`src/rtl/nes_pad_pkg.sv`:
```
// Shared definitions for the NES/SNES pad link, used by both the pad responder
// and the console-side receiver.
package nes_pad_pkg;

    localparam int NUM_BUTTONS = 12;
    localparam int SR_W        = 16;

    localparam int BTN_B      = 0;
    localparam int BTN_Y      = 1;
    localparam int BTN_SELECT = 2;
    localparam int BTN_START  = 3;
    localparam int BTN_UP     = 4;
    localparam int BTN_DOWN   = 5;
    localparam int BTN_LEFT   = 6;
    localparam int BTN_RIGHT  = 7;
    localparam int BTN_A      = 8;
    localparam int BTN_X      = 9;
    localparam int BTN_L      = 10;
    localparam int BTN_R      = 11;

    localparam int NES_FRAME_LEN  = 8;
    localparam int SNES_FRAME_LEN = 16;

    typedef enum logic [1:0] {
        IDLE  = 2'd0,
        LOAD  = 2'd1,
        SHIFT = 2'd2,
        DONE  = 2'd3
    } pad_state_e;

    // Frame image as loaded into the pad shift register (1 = pressed, bit 0 goes out first).
    // NES pads put A first and fill the tail with pressed bits; SNES pads end
    // with a released ID nibble.
    function automatic logic [SR_W-1:0] load_frame(input logic [NUM_BUTTONS-1:0] btn,
                                                   input logic                   snes);
        logic [SR_W-1:0] frame;
        if (snes) begin
            frame = {4'b0000, btn};
        end else begin
            frame = {8'hFF,
                     btn[BTN_RIGHT], btn[BTN_LEFT], btn[BTN_DOWN], btn[BTN_UP],
                     btn[BTN_START], btn[BTN_SELECT], btn[BTN_B], btn[BTN_A]};
        end
        return frame;
    endfunction

endpackage

```
`src/rtl/pad_sync_edge.sv`:
```
// Multi-flop synchroniser for one asynchronous pad pin, followed by an extra
// flop that turns level changes into single-cycle rise/fall pulses.
module pad_sync_edge #(
    parameter int   SYNC_STAGES = 2,
    parameter logic RESET_VAL   = 1'b0
) (
    input  logic clk,
    input  logic rst_n,
    input  logic pin,
    output logic level,
    output logic rise,
    output logic fall
);

    logic [SYNC_STAGES-1:0] sync_q;
    logic                   prev_q;

    always_ff @(posedge clk or negedge rst_n) begin
        if (!rst_n) begin
            sync_q <= {SYNC_STAGES{RESET_VAL}};
            prev_q <= RESET_VAL;
        end else begin
            sync_q <= {sync_q[SYNC_STAGES-2:0], pin};
            prev_q <= sync_q[SYNC_STAGES-1];
        end
    end

    assign level = sync_q[SYNC_STAGES-1];
    assign rise  = level & ~prev_q;
    assign fall  = ~level & prev_q;

endmodule

```
`src/rtl/nes_pad_responder.sv`:
```
// Pad-side end of the NES/SNES serial protocol: answers console latch/clock
// pulses with an active-low button stream built from a 12-bit button vector.
//
//   state | meaning
//   IDLE  | after reset, shift register held
//   LOAD  | latch high, shift register reloaded every cycle, bit_count cleared
//   SHIFT | frame in progress, each pad_clk rise shifts one bit out
//   DONE  | frame complete, further clocks shift in 1s (line stays low)
module nes_pad_responder #(
    parameter int SYNC_STAGES = 2
) (
    input  logic        clk,
    input  logic        rst_n,
    input  logic [11:0] buttons,
    input  logic        snes_mode,
    input  logic        pad_latch,
    input  logic        pad_clk,
    output logic        pad_data,
    output logic [4:0]  bit_count,
    output logic        poll_done,
    output logic [7:0]  poll_count
);

    import nes_pad_pkg::*;

    localparam logic [4:0] COUNT_SAT = 5'(SNES_FRAME_LEN);

    pad_state_e      state_q, state_d;
    logic [SR_W-1:0] sr_q, sr_d;
    logic [4:0]      bit_count_q, bit_count_d;
    logic            poll_done_q, poll_done_d;
    logic [7:0]      poll_count_q, poll_count_d;
    logic            snes_q, snes_d;
    logic [4:0]      frame_len;

    logic latch_level, latch_fall, latch_rise_unused;
    logic clk_rise, clk_level_unused, clk_fall_unused;

    pad_sync_edge #(
        .SYNC_STAGES (SYNC_STAGES),
        .RESET_VAL   (1'b0)
    ) u_latch_sync (
        .clk   (clk),
        .rst_n (rst_n),
        .pin   (pad_latch),
        .level (latch_level),
        .rise  (latch_rise_unused),
        .fall  (latch_fall)
    );

    // pad_clk idles high, so its synchroniser resets high to avoid a fake rise.
    pad_sync_edge #(
        .SYNC_STAGES (SYNC_STAGES),
        .RESET_VAL   (1'b1)
    ) u_clk_sync (
        .clk   (clk),
        .rst_n (rst_n),
        .pin   (pad_clk),
        .level (clk_level_unused),
        .rise  (clk_rise),
        .fall  (clk_fall_unused)
    );

    assign frame_len = snes_q ? 5'(SNES_FRAME_LEN) : 5'(NES_FRAME_LEN);

    always_ff @(posedge clk or negedge rst_n) begin
        if (!rst_n) begin
            state_q      <= IDLE;
            sr_q         <= '0;
            bit_count_q  <= '0;
            poll_done_q  <= 1'b0;
            poll_count_q <= '0;
            snes_q       <= 1'b0;
        end else begin
            state_q      <= state_d;
            sr_q         <= sr_d;
            bit_count_q  <= bit_count_d;
            poll_done_q  <= poll_done_d;
            poll_count_q <= poll_count_d;
            snes_q       <= snes_d;
        end
    end

    always_comb begin
        state_d      = state_q;
        sr_d         = sr_q;
        bit_count_d  = bit_count_q;
        poll_done_d  = 1'b0;
        poll_count_d = poll_count_q;
        snes_d       = snes_q;

        // A high latch overrides everything, including an in-flight frame.
        if (latch_level) begin
            state_d     = LOAD;
            sr_d        = load_frame(buttons, snes_mode);
            bit_count_d = '0;
        end else begin
            unique case (state_q)
                IDLE: ;
                LOAD: begin
                    if (latch_fall) begin
                        state_d = SHIFT;
                        snes_d  = snes_mode;
                    end
                end
                SHIFT: begin
                    if (bit_count_q == frame_len) begin
                        state_d      = DONE;
                        poll_done_d  = 1'b1;
                        poll_count_d = poll_count_q + 8'd1;
                    end else if (clk_rise) begin
                        sr_d = {1'b1, sr_q[SR_W-1:1]};
                        if (bit_count_q != COUNT_SAT) bit_count_d = bit_count_q + 5'd1;
                    end
                end
                DONE: begin
                    if (clk_rise) begin
                        sr_d = {1'b1, sr_q[SR_W-1:1]};
                        if (bit_count_q != COUNT_SAT) bit_count_d = bit_count_q + 5'd1;
                    end
                end
                default: state_d = IDLE;
            endcase
        end
    end

    assign pad_data   = ~sr_q[0];
    assign bit_count  = bit_count_q;
    assign poll_done  = poll_done_q;
    assign poll_count = poll_count_q;

endmodule

```
`config.mk`:
```
export PLATFORM = sky130hd
export DESIGN_NAME = nes_pad_responder
export DESIGN_NICKNAME = d
export VERILOG_FILES = /design/src/rtl/nes_pad_pkg.sv /design/src/rtl/pad_sync_edge.sv /design/src/rtl/nes_pad_responder.sv
export SDC_FILE = /design/constraint.sdc
export NUM_CORES = 1
export LEC_CHECK = 0
export ABC_AREA = 0
export CAP_MARGIN = 20
export CORE_UTILIZATION = 35
export DETAILED_ROUTE_END_ITERATION = 8
export GPL_ROUTABILITY_DRIVEN = 0
export GPL_TIMING_DRIVEN = 0
export PLACE_DENSITY = 0.66
export SLEW_MARGIN = 0
export SYNTH_ARGS = -nofsm -noshare
export SYNTH_HDL_FRONTEND = slang
export SYNTH_HIERARCHICAL = 1
export SYNTH_SLANG_ARGS = --single-unit
```
`constraint.sdc`:
```
create_clock -name clk -period 3 [get_ports clk]
set_input_delay 0.3 -clock clk [delete_from_list [all_inputs] [get_ports clk]]
set_output_delay 0.3 -clock clk [all_outputs]
set_load 0.005 [all_outputs]
```
==> metrics.csv <==
metric,value,unit
reg2reg_from,bit_count[3]$_DFFE_PN0P_,
numCtsBuffers,5,
clock_latency,290,ps
layout-drive-gt1-share,0.102,
worst_pin_slew,845,ps
dieWidth,74.2,um
p_int,797,uW
hold_class,in2async,
r2r-end,bit_count[0]$_DFFE_PN0P_,
viasPerCell,5.07,
drt_drc_violations_left,0,
syn-num-nets,196,
multi_input_area,782,um^2
cts.sinks,39,
swShare,0.240,
cts_tree,built,
grt_max_degree,40,
clkTransAtPathRegs,70,ps
finalCritPeriodShare,0.663,
wirelength,3.58,mm
fillCellCount,497,
synth_area,1830,um^2
synth_area_per_cell,10.4,um^2
cts_max_path_buffers,2,
hpwlAfterDp,2.46,mm
cts_resized,0,
crit_required,3170,ps
num_io_pins,32,
postRouteAntennaNets,0,
switchingPower,252,uW
h-tree-depth,2,
p_leak,0.956,nW
routed-via-count,1431,
wl_per_cell,12.7,um
grt_overflow,0,
start_util,0.374,
powerDensity,454,nW/um^2
maxSlewViolCount,0,
setup_violations,0,
final_area,2310,um^2
grt_pass1_vias,1362,
combPwrFrac,0.098,
hold_viol,0,
wl_met1,1.78,mm
row_count,25,
r2r_cells,4,
ys_warn_count,6,
status,"complete, no violations",
area_growth,26.3,%
max-cap-violations,0,
drt-pass1-iter-count,4,
ff_latch_area,980,um^2
max_freq,0.503,GHz
wl_met2,1.62,mm
cp-start-kind,register,
root_buffer,clkbuf_8,
rrSetupSlack,1010,ps
cp_max_fo,10,
die-area,5510,um^2
drt_iter0_drc,53,
p_clk_frac,0.349,
clock_skew,12.2,ps
cp-end-kind,register,
irDropWorstVdd,0.241,mV
met3_length,159,um
fin_tns_setup,0,ps
post_cts_buffers,0,
arrival,2160,ps
top_layer,met4,
antenna-diode-count,0,
postPlaceCellArea,2220,um^2
crit_type,reg2reg,
maxSlewHeadroom,0.437,
antenna_found_initial,0,
period_minus_slack,1990,ps
holdBufCountCts,0,
port_buffers,31,
synth_cells,176,
grt_setup_unrepaired,no,
die_h,74.2,um
seq_power_share,0.553,
grt_first_pass_wirelength,6.19,mm
fp.coreArea,4880,um^2
nets,234,
grt_usage,0.151,
-- state kept, by name (all words and copies together) (netlist names) --
signal               flops
u_latch_sync/prev_q      1
sr_q                    16
u_clk_sync/sync_q        2
u_clk_sync/prev_q        1
bit_count                5
poll_count               8
poll_done                1
state_q                  2
snes_q                   1
u_latch_sync/sync_q      2
-- layer usage --
| metal | global-route usage | up-vias |
|---|---|---|
| li1 | - | 701 |
| met1 | 0.194 | 691 |
| met2 | 0.238 | 35 |
| met3 | 0.0528 | 4 |
| met4 | 0.0524 | 0 |
| met5 | 0 | - |
-- stage by stage --
| step | std cells | power, mW | setup slack (ps) | hold slack (ps) | util |
|---|---|---|---|---|---|
| global placement | 274 | 0.691 | 674 | 334 | 0.455 |
| floorplan | 176 | 0.641 | 1250 | 4.41 | - |
| finish | 282 | 1.05 | 1010 | 111 | 0.473 |
| CTS | 282 | 1.06 | 1000 | 147 | 0.473 |
| global route | 282 | 1.11 | 863 | 173 | 0.473 |
| detailed placement | 274 | 0.694 | 1020 | 337 | 0.454 |
-- final cells by class --
type,instances,area share
Clock buffer,7,0.0374
Inverter,4,0.00651
Multi-Input combinational cell,123,0.339
Buffer,10,0.0217
Sequential cell,39,0.425
Clock inverter,1,0.00217
Timing Repair Buffer,31,0.132
Tap cell,67,0.0363
-- power groups by stage --
stage	combinational, mW	sequential, mW	clock, mW
2_1_floorplan	0.0575	0.583	0
3_3_place_gp	0.104	0.588	0
3_5_place_dp	0.105	0.589	0
4_1_cts	0.105	0.579	0.374
5_1_grt	0.118	0.584	0.407
6_report	0.103	0.580	0.366
-- worst max-delay path, stage by stage (launching register included) --
cell      delay (ps)
dfrtp_1          450
or3b_4           440
a211oi_4         490
nor3_1           160
mux2_1           340
-- cell usage in the layout, fill, tap and decap left out, drive strengths merged, types with 2 or more instances in the layout --
master         instances
mux2                   3
mux2i                  2
buf                    5
nor2b                  9
nand2                 10
clkdlybuf4s50         30
xnor2                  2
a22oi                  2
nor3                   4
a31oi                 15
xor2                   7
clkbuf                13
dfrtp                 36
nor2                  13
nand4                  5
dfstp                  3
a21oi                 17
and2                   2
inv                    4
o21ai                 15
ha                     3
nand2b                 2
-- how the worst max path moves through the flow --
stage	start	to	cells after the start
after floorplan	bit_count[3]$_DFFE_PN0P_	bit_count[0]$_DFFE_PN0P_	4
after global placement	rst_n	sr_q[11]$_DFFE_PN0P_	1
after detailed placement	bit_count[3]$_DFFE_PN0P_	bit_count[0]$_DFFE_PN0P_	4
after CTS	bit_count[3]$_DFFE_PN0P_	bit_count[0]$_DFFE_PN0P_	4
after global routing	u_clk_sync/sync_q[1]$_DFF_PN1_	sr_q[14]$_DFFE_PN0P_	6
final	bit_count[3]$_DFFE_PN0P_	bit_count[0]$_DFFE_PN0P_	4
Power figures use the tool's default switching activity.
